<file path="config.mk">
export PLATFORM = sky130hd
export DESIGN_NAME = vx_batch_stream_arb_flat
export DESIGN_NICKNAME = d
export VERILOG_FILES = /design/src/rtl/vx_batch_stream_arb_if.sv /design/src/rtl/vx_batch_stream_arb.sv /design/src/flat_wrapper.sv
export SDC_FILE = /design/constraint.sdc
export NUM_CORES = 1
export LEC_CHECK = 0
export ABC_AREA = 1
export CAP_MARGIN = 20
export CORE_MARGIN = 5
export CORE_UTILIZATION = 40
export DETAILED_ROUTE_END_ITERATION = 16
export PLACE_DENSITY = 0.87
export SYNTH_ARGS = -nofsm -noshare
export SYNTH_HDL_FRONTEND = slang
export SYNTH_SLANG_ARGS = --single-unit
</file>
<file path="constraint.sdc">
create_clock -name clk -period 3.7 [get_ports clk]
set_input_delay 0.74 -clock clk [delete_from_list [all_inputs] [get_ports clk]]
set_output_delay 0.74 -clock clk [all_outputs]
set_load 0.05 [all_outputs]
</file>
<file path="src/rtl/vx_batch_stream_arb_if.sv">
// Bundle of the N-input / 1-output stream channel used by the batch arbiter.
// Handshake: a beat moves when valid and ready are both 1 at a rising clk edge.
// A source holds valid and payload until that happens; ready may depend on valid.
interface vx_batch_stream_arb_if #(
  parameter int NUM_REQS     = 4,
  parameter int DATA_WIDTH   = 32,
  parameter int LOG_NUM_REQS = (NUM_REQS > 1) ? $clog2(NUM_REQS) : 1
);
  logic [NUM_REQS-1:0]            valid_in;
  logic [NUM_REQS*DATA_WIDTH-1:0] data_in;
  logic [NUM_REQS-1:0]            ready_in;
  logic                           valid_out;
  logic [DATA_WIDTH-1:0]          data_out;
  logic [LOG_NUM_REQS-1:0]        sel_out;
  logic                           ready_out;

  modport master (
    output valid_in, data_in, ready_out,
    input  ready_in, valid_out, data_out, sel_out
  );

  modport slave (
    input  valid_in, data_in, ready_out,
    output ready_in, valid_out, data_out, sel_out
  );
endinterface

</file>
<file path="src/rtl/vx_batch_stream_arb.sv">
// Batch-fair arbiter merging NUM_REQS streams into one registered output stage.
// A batch is the set of requesters valid when it forms; each is served once, lowest index first.
module vx_batch_stream_arb #(
  parameter int NUM_REQS     = 4,
  parameter int DATA_WIDTH   = 32,
  parameter int LOG_NUM_REQS = (NUM_REQS > 1) ? $clog2(NUM_REQS) : 1
) (
  input logic                  clk,
  input logic                  reset,
  vx_batch_stream_arb_if.slave io_bus
);

  logic                    w_space;
  logic                    w_xfer;
  logic [NUM_REQS-1:0]     w_grant_oh;
  logic [LOG_NUM_REQS-1:0] w_grant_idx;
  logic [DATA_WIDTH-1:0]   w_data_sel;

  logic                    r_valid_out;
  logic [DATA_WIDTH-1:0]   r_data_out;
  logic [LOG_NUM_REQS-1:0] r_sel_out;

  // Single-entry output register: it can take a new beat when empty or draining.
  assign w_space = !r_valid_out || io_bus.ready_out;

  generate
    if (NUM_REQS == 1) begin : g_pipe
      assign w_grant_oh      = 1'b1;
      assign w_grant_idx     = '0;
      assign w_xfer          = io_bus.valid_in[0] && w_space && !reset;
      assign io_bus.ready_in = w_space && !reset;
    end else begin : g_arb
      logic [NUM_REQS-1:0] r_batch;
      logic                r_use_batch;
      logic [NUM_REQS-1:0] w_masked;
      logic [NUM_REQS-1:0] w_pending;
      logic [NUM_REQS-1:0] w_remain;
      logic                w_any;

      // Fall back to the raw request vector as soon as no batch member is still valid,
      // so a new batch forms without an idle cycle.
      assign w_masked  = r_batch & io_bus.valid_in;
      assign w_pending = (r_use_batch && (|w_masked)) ? w_masked : io_bus.valid_in;

      always_comb begin
        w_grant_oh  = '0;
        w_grant_idx = '0;
        for (int i = NUM_REQS - 1; i >= 0; i--) begin
          if (w_pending[i]) begin
            w_grant_oh  = NUM_REQS'(1) << i;
            w_grant_idx = LOG_NUM_REQS'(i);
          end
        end
      end

      assign w_any           = |w_pending;
      assign w_xfer          = w_any && w_space && !reset;
      assign w_remain        = w_pending & ~w_grant_oh;
      assign io_bus.ready_in = w_xfer ? w_grant_oh : '0;

      // Batch state only moves on an accepted beat, so a stalled output locks the grant.
      always_ff @(posedge clk) begin
        if (reset) begin
          r_batch     <= '0;
          r_use_batch <= 1'b0;
        end else if (w_xfer) begin
          r_batch     <= w_remain;
          r_use_batch <= |w_remain;
        end
      end
    end
  endgenerate

  // AND-OR select: payload of streams without the grant can never leak through.
  always_comb begin
    w_data_sel = '0;
    for (int i = 0; i < NUM_REQS; i++) begin
      w_data_sel = w_data_sel |
                   (io_bus.data_in[i*DATA_WIDTH +: DATA_WIDTH] & {DATA_WIDTH{w_grant_oh[i]}});
    end
  end

  always_ff @(posedge clk) begin
    if (reset) begin
      r_valid_out <= 1'b0;
      r_data_out  <= '0;
      r_sel_out   <= '0;
    end else if (w_xfer) begin
      r_valid_out <= 1'b1;
      r_data_out  <= w_data_sel;
      r_sel_out   <= w_grant_idx;
    end else if (io_bus.ready_out) begin
      r_valid_out <= 1'b0;
    end
  end

  assign io_bus.valid_out = r_valid_out;
  assign io_bus.data_out  = r_data_out;
  assign io_bus.sel_out   = r_sel_out;

  a_ready_onehot: assert property (@(posedge clk) $onehot0(io_bus.ready_in));

  a_ready_needs_valid: assert property (@(posedge clk)
    (io_bus.ready_in & ~io_bus.valid_in) == '0);

  a_reset_no_ready: assert property (@(posedge clk) reset |-> (io_bus.ready_in == '0));

  a_stall_hold: assert property (@(posedge clk) disable iff (reset)
    (r_valid_out && !io_bus.ready_out) |=>
      (r_valid_out && $stable(r_data_out) && $stable(r_sel_out)));

endmodule

</file>
<file path="src/flat_wrapper.sv">
// flat-port wrapper written by rule: the top's interface ports become plain ports
module vx_batch_stream_arb_flat 
#(
  parameter int NUM_REQS     = 4,
  parameter int DATA_WIDTH   = 32,
  parameter int LOG_NUM_REQS = (NUM_REQS > 1) ? $clog2(NUM_REQS) : 1
)
  (clk, reset, io_bus_valid_in, io_bus_data_in, io_bus_ready_out, io_bus_ready_in, io_bus_valid_out, io_bus_data_out, io_bus_sel_out);
  vx_batch_stream_arb_if #(.NUM_REQS(NUM_REQS), .DATA_WIDTH(DATA_WIDTH), .LOG_NUM_REQS(LOG_NUM_REQS)) io_bus_i ();
  input logic clk;
  input logic reset;
  input wire logic [$bits(io_bus_i.valid_in)-1:0] io_bus_valid_in;
  input wire logic [$bits(io_bus_i.data_in)-1:0] io_bus_data_in;
  input wire logic [$bits(io_bus_i.ready_out)-1:0] io_bus_ready_out;
  output wire logic [$bits(io_bus_i.ready_in)-1:0] io_bus_ready_in;
  output wire logic [$bits(io_bus_i.valid_out)-1:0] io_bus_valid_out;
  output wire logic [$bits(io_bus_i.data_out)-1:0] io_bus_data_out;
  output wire logic [$bits(io_bus_i.sel_out)-1:0] io_bus_sel_out;
  assign io_bus_i.valid_in = io_bus_valid_in;
  assign io_bus_i.data_in = io_bus_data_in;
  assign io_bus_i.ready_out = io_bus_ready_out;
  assign io_bus_ready_in = io_bus_i.ready_in;
  assign io_bus_valid_out = io_bus_i.valid_out;
  assign io_bus_data_out = io_bus_i.data_out;
  assign io_bus_sel_out = io_bus_i.sel_out;
  vx_batch_stream_arb #(.NUM_REQS(NUM_REQS), .DATA_WIDTH(DATA_WIDTH), .LOG_NUM_REQS(LOG_NUM_REQS)) u_core (.clk(clk), .reset(reset), .io_bus(io_bus_i));
endmodule
</file>
# Yosys cells after proc, flatten, opt, wreduce, memory -nomap -nowiden
# Cells that the tools add are included.
# Widths: inputs -> output; s select.
[word_totals] ramBits=0 n_memories=0 latch_bits=0 word_cells=37 mem_bits_ro=0 inputBits=135 reg_bits=40
[op_classes] n_eq_ne=0 multipliers=0 n_reduce_logical=10 shift=0 magnitude_cmp=0 bitwise_logic=10 addsub=0 mux=12 div=0
[ops] operator="$and 32x32->32" count=4
[ops] operator="$or 32x32->32" count=3
[ops] operator="$mux 4" count=6
[ops] operator="$reduce_or 4->1" count=3
[ops] operator="$and 4x4->4" count=2
[ops] operator="$mux 2" count=4
[ops] operator="$not 4->4" count=1
[ops] operator="$logic_and 1x1->1" count=3
[ops] operator="$logic_not 1->1" count=2
[ops] operator="$mux 1" count=2
[ops] operator="$reduce_bool 2->1" count=1
[ops] operator="$logic_or 1x1->1" count=1

# Longest topological paths before layout
# Gate-level depths: netlist (run 1).
[logic_depth] depth_word=12 mapped_depth=12 ltp_nobuf=11

# Worst setup path after synthesis (run 1)
# OpenSTA, ideal clock, no wires.
[synth_timing] path_type="input to output" startpoint="in io_bus_valid_in[3]" endpoint="out io_bus_ready_in[1]" t_arrival_ns=2.661 path_buffers=1 cell_stages=10 slack_ns=0.299 cell_sequence="nand2_1 > nand3_2 > nand2_2 > nand2_1 > nand2_4 > nor2_4 > nand2_1 > nand2_1 > buf_2 > nor3_1"
[synth_via] elab_chain_len=8 elab_cells_between_ends=11 classes_between="5 x mux; 1 x bitwise; 5 x reduce/logical"
[synth_lines] element="start: declaration" line="flat_wrapper.sv:12" source="input wire logic [$bits(io_bus_i.valid_in)-1:0] io_bus_valid_in;"
[synth_lines] element="$and 4x4->4" line="vx_batch_stream_arb.sv:42" source="assign w_masked = r_batch & io_bus.valid_in;"
[synth_lines] element="$reduce_or 4->1" line="vx_batch_stream_arb.sv:43" source="assign w_pending = (r_use_batch && (|w_masked)) ? w_masked : io_bus.valid_in;"
[synth_lines] element="$logic_and 1x1->1" line="vx_batch_stream_arb.sv:43"
[synth_lines] element="$mux 4 *" line="vx_batch_stream_arb.sv:43"
[synth_lines] element="$mux 4 / $reduce_or 4->1 (equally long branches)" line="vx_batch_stream_arb.sv:49, vx_batch_stream_arb.sv:56"
[synth_lines] element="$mux 4 / $logic_and 1x1->1 (equally long branches) (2 in series)" line="vx_batch_stream_arb.sv:49, vx_batch_stream_arb.sv:57"
[synth_lines] element="$mux 4 *" line="vx_batch_stream_arb.sv:59" source="assign io_bus.ready_in = w_xfer ? w_grant_oh : '0;"
[synth_lines] element="end: declaration" line="flat_wrapper.sv:15" source="output wire logic [$bits(io_bus_i.ready_in)-1:0] io_bus_ready_in;"
# Every way passes the cells marked *; elsewhere a longest branch is shown, timed or not.

# Worst setup path after layout (run 1)
[layout_timing] startpoint="in io_bus_valid_in[2]" endpoint="out io_bus_ready_in[2]"
# The elaborated chain is that of the path after synthesis.

==> results.rst, run 1 <==
.. list-table::
   :header-rows: 1

   * - Metric
     - Value
   * - TNS Setup
     - 0 ns
   * - Summed instance area of the synthesized netlist
     - roughly 0.0027 mm2
   * - Critical path's most frequent cell
     - sky130_fd_sc_hd__nand2_1
   * - Clock sink total
     - 39
   * - Count of placed standard cells in the final layout, fillers left out
     - 693
   * - Stages on the worst setup path
     - 11
   * - Vias per cell
     - roughly 5.3
   * - Antenna diode count
     - 0
   * - Worst path slowest cell
     - sky130_fd_sc_hd__clkdlybuf4s50_1
   * - Die Area
     - roughly 0.0086 mm2
   * - Global-route wire length before repair
     - about 16 mm
   * - Final Max Slew Viols
     - 0
   * - Routed Wire Length
     - about 11 mm
   * - Core region area
     - 0.00672 mm2
   * - Residual DRC
     - 0
   * - TritonCTS clock tree
     - built
   * - Setup-violating endpoint count in the final report
     - 0
   * - Fraction of final layout cells with drive strength greater than 1
     - 5.71%
   * - Commonest non-fill, non-tap cells in the layout
     - sky130_fd_sc_hd__clkdlybuf4s50_1, sky130_fd_sc_hd__nand3_1, sky130_fd_sc_hd__nand2_1
   * - Number of buffers and inverters on the critical path
     - 2
   * - Gate Count Post-Synth
     - 454
   * - Via count
     - ~3600
   * - Predominant post-synthesis flop cell
     - sky130_fd_sc_hd__dfxtp_1
   * - Setup Crit Path Kind
     - primary input to output pin
   * - Root buf cell
     - sky130_fd_sc_hd__clkbuf_8
   * - Remaining global-route overflow
     - 0
   * - Reg-to-reg setup timing slack
     - about 1.5 ns
   * - Post-route clock period utilization
     - 92.7%
   * - Initial Utilization
     - 40.8%
   * - Top delay family on crit path
     - simple AND/OR/NAND/NOR gates
   * - Max Freq
     - 291 MHz
   * - Drt wl/cell
     - approximately 15 um
   * - Post-Route Skew
     - between 0.006 and 0.007 ns
   * - CP Max Fanout
     - 19
   * - Arrival @ worst endpoint
     - ~2.7 ns
   * - CTS Buf Count
     - 5
   * - # fillers
     - roughly 560
   * - Multi-input gate area in the final layout
     - 0.00159 mm2
   * - Hold WC Path Type
     - flip-flop to flip-flop
   * - Number of register bits inferred by synthesis
     - 39
   * - Period minus WS final
     - roughly 3.4 ns
   * - Peak per-stage delay on the critical path
     - ~0.46 ns
   * - PortBufs
     - 173
   * - Number of standard-cell rows in the floorplan
     - 30
   * - Maximum number of pins on one net before global-route repair
     - 37
   * - FF/Latch Area
     - about 780 um2
   * - Kind of start point of the critical path
     - primary input
   * - Standby leakage power
     - ~2 nW
   * - Count of routing violations after the opening detailed-route iteration
     - approximately 230
   * - Share of synthesized flip-flops with an asynchronous set or reset
     - 0%
   * - Setup Slack @ Placement
     - 0.317 ns
   * - Post-cts hold buffer count
     - 0
   * - Die Wd
     - a little over 90 um
   * - Setup slack of the critical path after layout
     - between 0.2 and 0.3 ns
   * - Cell total after placement
     - 685
   * - Unrepaired setup endpoints after global routing
     - false
   * - Highest ir drop seen on vdd
     - 0.000191 V
   * - Die extent in y
     - approximately 93 um
   * - Post-DP HPWL
     - between 7 and 8 mm
   * - CP Capture Type
     - output pin
   * - Transition time at the pin with the least slew margin
     - a little under 1 ns
   * - Status
     - complete, no violations
   * - Global router's overall resource usage
     - a little under a quarter
   * - Max transition margin
     - between 30 and 40%
   * - # nets final
     - between 700 and 800
   * - Number of antenna violations at the first check in global routing
     - 0
   * - Yosys warning count
     - 0
   * - Overall power consumption
     - roughly 1.7 mW
   * - Distinct cell type count of the synthesized netlist
     - 23
   * - Clock transition time at the flip-flop clock pins of the worst setup and hold paths
     - 0.08 ns
   * - Cells along the critical path
     - clkdlybuf4s50_1, nand2_2, nand3_2, nand2_2, nand2_1, nand2_4, nor2_4, nand2_1, nand2_1, nor3_1, buf_4
   * - Count of cells along the worst hold path
     - 2
   * - I/O pin total
     - ~170
   * - Post-synth EDFFs
     - 0
   * - Residual antenna-violating net count after detailed routing
     - 0
   * - Net Count, Synth
     - a little under 600
   * - PD cells
     - ~370 mW/mm2
   * - Latest clock arrival within the worst-skew pair
     - 0.29 ns
   * - First-pass DRT Iterations
     - 5
   * - R2r worst-path depth
     - 11
   * - Longest Clk Path Bufs
     - 2
   * - Required time at the worst-slack endpoint
     - 2.96 ns
   * - Weighted congestion reported at the end of routability-driven placement
     - 0.925
   * - Max capacitance violation total
     - 0
   * - Vias in the first global route
     - about 3500
   * - Buffer count from post-CTS setup fixing
     - 0
   * - Most common library cell in the layout ignoring fill and taps
     - sky130_fd_sc_hd__clkdlybuf4s50_1
   * - CTS H-tree lvls
     - 2
   * - Post-Synthesis Mean Instance Area
     - between 6 and 7 um2
   * - Area Growth Syn to Fin
     - 65.7%
   * - Seq/Total Area, Yosys
     - approximately 28%
   * - Resize count post-CTS
     - 0
   * - Count of endpoints failing hold in the final timing report
     - 0
## sequential cells by signal (all words and copies together) (netlist names)
register	cells
u_core.g_arb.r_batch	3
u_core.g_arb.r_use_batch	1
u_core.io_bus.data_out	32
u_core.io_bus.sel_out	2
u_core.io_bus.valid_out	1
## where the power goes
part	leakage (nW)	switching, mW	internal [mW]	total [mW]
Clock	0.0402	0.160	0.131	0.292
Sequential	0.327	0.0372	0.488	0.525
Combinational	1.65	0.532	0.351	0.883
## cell usage after synthesis (2+ instances only)
cell                       count  share of area [%]
sky130_fd_sc_hd__nand3_1     133                 24
sky130_fd_sc_hd__dfxtp_1      39                 28
sky130_fd_sc_hd__o21ai_0       4               0.73
sky130_fd_sc_hd__nor3_1        2               0.37
sky130_fd_sc_hd__nor2_1       70                9.6
sky130_fd_sc_hd__nand2_1      83                 11
sky130_fd_sc_hd__nor2_4        2               0.82
sky130_fd_sc_hd__a21oi_1      35                6.4
sky130_fd_sc_hd__nand2_4       2               0.82
sky130_fd_sc_hd__clkbuf_1      6               0.82
sky130_fd_sc_hd__buf_1         4               0.55
sky130_fd_sc_hd__inv_1        41                5.6
sky130_fd_sc_hd__buf_6         8                3.3
sky130_fd_sc_hd__buf_2        14                2.6
sky130_fd_sc_hd__nand2_2       3               0.69
## per-layer routing
metal	share of wire (%)	track usage [%]	up-vias	routed length [um]
met1	39	27.9	1659	4120
met2	51	41.3	178	5380
li1	-	-	1786	-
met5	0	0	-	0
met3	7.7	4.06	18	813
met4	2.1	7.08	0	217
## worst register-to-register path: stages (launching register included)
cell and delay (ns):
sky130_fd_sc_hd__dfxtp_1 0.37, sky130_fd_sc_hd__nand2_1 0.11, sky130_fd_sc_hd__nand3_2 0.10, sky130_fd_sc_hd__nand2_2 0.09
sky130_fd_sc_hd__nand2_1 0.13, sky130_fd_sc_hd__nand2_4 0.17, sky130_fd_sc_hd__nor2_4 0.18, sky130_fd_sc_hd__nand2_1 0.08
sky130_fd_sc_hd__nand2_1 0.18, sky130_fd_sc_hd__buf_4 0.39, sky130_fd_sc_hd__nand2_1 0.08, sky130_fd_sc_hd__a21boi_0 0.14
## cell families (layout without fill, tap and decap cells)
logic type	count (synthesis)	count (layout)	synth area share, %
AOI/OAI and AO/OA	43	43	9.13
and+or+nand+nor	297	297	49.0
DFF	39	39	28.5
buffers and inverters	75	234	13.3
## final timing paths
check,from,endpoint
hold reg to reg,u_core.io_bus.sel_out[0],u_core.io_bus.sel_out[0]
setup / recovery,io_bus_valid_in[2],io_bus_ready_in[2]
setup reg to reg,u_core.g_arb.r_batch[3],u_core.g_arb.r_batch[3]
hold / removal,u_core.io_bus.sel_out[0],u_core.io_bus.sel_out[0]
## cell type report
cell class,instances,share of cell area [%]
inverter,42,3.53
clock buffer,5,1.52
sequential,39,17.2
multi-input combinational,340,35.1
timing repair buffer,184,40.0
tap,80,2.20
clock inverter,3,0.441
## metrics by stage
stage / instance area [um2] / util, % / hold slack [ns]
6_report: 4540 / 67.6 / 0.486
5_1_grt: 4540 / 67.6 / 0.526
4_1_cts: 4540 / 67.6 / 0.486
3_5_place_dp: 4450 / 66.3 / 0.474
3_3_place_gp: 4450 / 66.3 / 0.455
2_1_floorplan: 2740 / - / 0.456
No activity file was read; power rests on OpenSTA's default activity.
==> run 2: changes to the inputs <==
Settings changed: REMOVE_ABC_BUFFERS set to 1.
Clock period 3.7 ns to 3.99 ns, I/O delays scaled along.
==> results.rst, run 2 (synthesis gave the netlist of run 1 again) <==
.. list-table::
   :header-rows: 1

   * - Metric
     - Value
   * - Status
     - complete, no violations
   * - CP Max Fanout
     - 35 (+16)
   * - Worst hold start
     - u_core.io_bus.sel_out[0]
   * - Cell total after placement
     - 683 (-0.29%)
   * - Global-route wire length before repair
     - 16.2 mm (-0.63%)
   * - Kind of start point of the critical path
     - primary input
   * - Reg-to-reg critical path startpoint
     - u_core.g_arb.r_batch[3]
   * - Remaining global-route overflow
     - 0 (unchanged)
   * - Standby leakage power
     - 2.02 nW (about the same)
   * - # fillers
     - 636 (+13%)
   * - Cells along the critical path
     - clkdlybuf4s50_1, nand2_1, nand3_2, nand2_2, nand2_4, inv_4, nor2_8, nand2_1, nand2_1, nor3_1, buf_4
   * - Post-DP HPWL
     - 7.67 mm (-3.7%)
   * - Die Wd
     - 92.8 um (unchanged)
   * - CTS Buf Count
     - 5 (unchanged)
   * - Resize count post-CTS
     - 0 (unchanged)
   * - Highest ir drop seen on vdd
     - 0.000147 V (-23%)
   * - Arrival @ worst endpoint
     - 2.80 ns (+0.11 ns)
   * - Count of cells along the worst hold path
     - 2 (unchanged)
   * - Drt wl/cell
     - 14.7 um (-3.3%)
   * - Maximum number of pins on one net before global-route repair
     - 65 (+76%)
   * - First-pass DRT Iterations
     - 5 (unchanged)
   * - Clock transition time at the flip-flop clock pins of the worst setup and hold paths
     - 0.07 ns (about the same)
   * - Residual DRC
     - 0 (unchanged)
   * - Global router's overall resource usage
     - 23.0% (-0.065 points)
   * - Routed Wire Length
     - 10.2 mm (-3.6%)
   * - CTS H-tree lvls
     - 2 (unchanged)
   * - Post-Place Cell Area
     - 0.00444 mm2 (-0.34%)
   * - Hold WC Path Type
     - flip-flop to flip-flop
   * - Fraction of final layout cells with drive strength greater than 1
     - 5.24% (-0.47 points)
   * - FF-to-FF End
     - u_core.io_bus.data_out[22]
   * - Commonest non-fill, non-tap cells in the layout
     - sky130_fd_sc_hd__clkdlybuf4s50_1, sky130_fd_sc_hd__nand3_1, sky130_fd_sc_hd__nand2_1
   * - Via count
     - 3599 (-1.2%)
   * - Setup Crit Path Kind
     - primary input to output pin
   * - Latest clock arrival within the worst-skew pair
     - 0.28 ns (about the same)
   * - Setup Slack @ Placement
     - 0.419 ns (+0.102 ns)
   * - Number of standard-cell rows in the floorplan
     - 30 (unchanged)
   * - Critical path's most frequent cell
     - sky130_fd_sc_hd__nand2_1
   * - Setup-violating endpoint count in the final report
     - 0 (unchanged)
   * - Reg-to-reg setup timing slack
     - 1.79 ns (+0.25 ns)
   * - Max Freq
     - 278 MHz
   * - Setup slack of the critical path after layout
     - 0.392 ns (+0.123 ns)
   * - Period minus WS final
     - between 3 and 4 ns
   * - Max transition margin
     - 58.7% (+24 points)
   * - Longest Clk Path Bufs
     - 2 (unchanged)
   * - Uppermost layer routed
     - met4
   * - Count of placed standard cells in the final layout, fillers left out
     - 691 (-0.29%)
   * - Transition time at the pin with the least slew margin
     - 0.619 ns (-0.363 ns)
   * - Number of buffers and inverters on the critical path
     - 3 (+1)
   * - Post-cts hold buffer count
     - 0 (unchanged)
   * - TNS Setup
     - 0 ns (unchanged)
   * - Antenna diode count
     - 0 (unchanged)
   * - Peak per-stage delay on the critical path
     - 0.44 ns (-0.02 ns)
   * - Final Max Slew Viols
     - 0 (unchanged)
   * - TritonCTS clock tree
     - built
   * - Most common library cell in the layout ignoring fill and taps
     - sky130_fd_sc_hd__clkdlybuf4s50_1
   * - Clock sink total
     - 39 (unchanged)
   * - Max capacitance violation total
     - 0 (unchanged)
   * - Die Area
     - 0.00861 mm2 (unchanged)
   * - Unrepaired setup endpoints after global routing
     - false
   * - Vias in the first global route
     - 3544 (+0.57%)
   * - Detailed route wirelength on metal2
     - 5.19 mm (-3.5%)
   * - PD cells
     - 351 mW/mm2 (-6.3%)
   * - CP Capture Type
     - output pin
   * - Residual antenna-violating net count after detailed routing
     - 0 (unchanged)
   * - Buffer count from post-CTS setup fixing
     - 0 (unchanged)
   * - Initial Utilization
     - 40.8% (unchanged)
   * - Number of antenna violations at the first check in global routing
     - 0 (unchanged)
   * - Area Growth Syn to Fin
     - 65.6% (about the same)
   * - Vias per cell
     - 5.21 (-0.87%)
   * - Worst path slowest cell
     - sky130_fd_sc_hd__clkdlybuf4s50_1
   * - Worst hold slack across all endpoints
     - 0.477 ns (-0.00953 ns)
   * - Top delay family on crit path
     - simple AND/OR/NAND/NOR gates
   * - Die extent in y
     - 92.8 um (unchanged)
   * - Count of endpoints failing hold in the final timing report
     - 0 (unchanged)
   * - PortBufs
     - 173 (unchanged)
   * - Flip-flop count of the largest register, all copies and words added
     - 32 (unchanged)
   * - Count of routing violations after the opening detailed-route iteration
     - 119 (-48%)
   * - Required time at the worst-slack endpoint
     - 3.19 ns (+0.23 ns)
   * - # nets final
     - 745 (-0.27%)
   * - I/O pin total
     - 174 (unchanged)
   * - Post-Route Utilization
     - 67.5% (about the same)
   * - R2r worst-path depth
     - 11 (unchanged)
   * - Weighted congestion reported at the end of routability-driven placement
     - 0.812 (-12%)
   * - Overall power consumption
     - 1.59 mW (-6.4%)
   * - Post-route clock period utilization
     - between 90% and 100%
   * - Wl on met1
     - 3.67 mm (-11%)
   * - Met3 wirelength from detailed routing
     - 1.09 mm (+33%)
   * - Area of all placed cells without fillers
     - 0.00454 mm2 (about the same)
   * - Post-Route Skew
     - 0.00273 ns (-0.00330 ns)
   * - Hold Crit Endpoint
     - u_core.io_bus.sel_out[0]
   * - Core region area
     - 0.00672 mm2 (unchanged)
   * - Root buf cell
     - sky130_fd_sc_hd__clkbuf_8
## run 2: routing by layer
| layer | vias up | GRT usage [%] |
|---|---|---|
| met3 | 20 | 5.77 |
| li1 | 1783 | - |
| met2 | 188 | 43.6 |
| met5 | - | 0 |
| met4 | 0 | 7.94 |
| met1 | 1608 | 24.4 |
## run 2: power by group
group          switching, mW  internal [mW]  total (mW)
registers             0.0347          0.452       0.487
clock network          0.133          0.158       0.290
logic                  0.492          0.322       0.813
## run 2: final cells by class
type / count / area [um2] / share of cell area (%)
sequential: 39 / 781 / 17.2
inverter: 42 / 160 / 3.53
tap: 80 / 100 / 2.21
multi-input combinational: 340 / 1590 / 35.1
clock buffer: 8 / 100 / 2.21
timing repair buffer: 182 / 1800 / 39.7
## run 2: worst min-delay path, stage by stage, from the launching register on
cell and delay (ns):
sky130_fd_sc_hd__dfxtp_1 0.32, sky130_fd_sc_hd__nand2_1 0.06, sky130_fd_sc_hd__a21oi_1 0.06
## run 2: worst max path at each step
stage,from,cells past startpoint,to
after floorplan,io_bus_valid_in[3],7,io_bus_ready_in[1]
final,io_bus_valid_in[3],11,io_bus_ready_in[2]
after CTS,io_bus_valid_in[3],11,io_bus_ready_in[2]
after detailed placement,io_bus_valid_in[3],11,io_bus_ready_in[2]
after global routing,io_bus_valid_in[2],11,io_bus_ready_in[2]
after global placement,io_bus_valid_in[2],11,io_bus_ready_in[2]
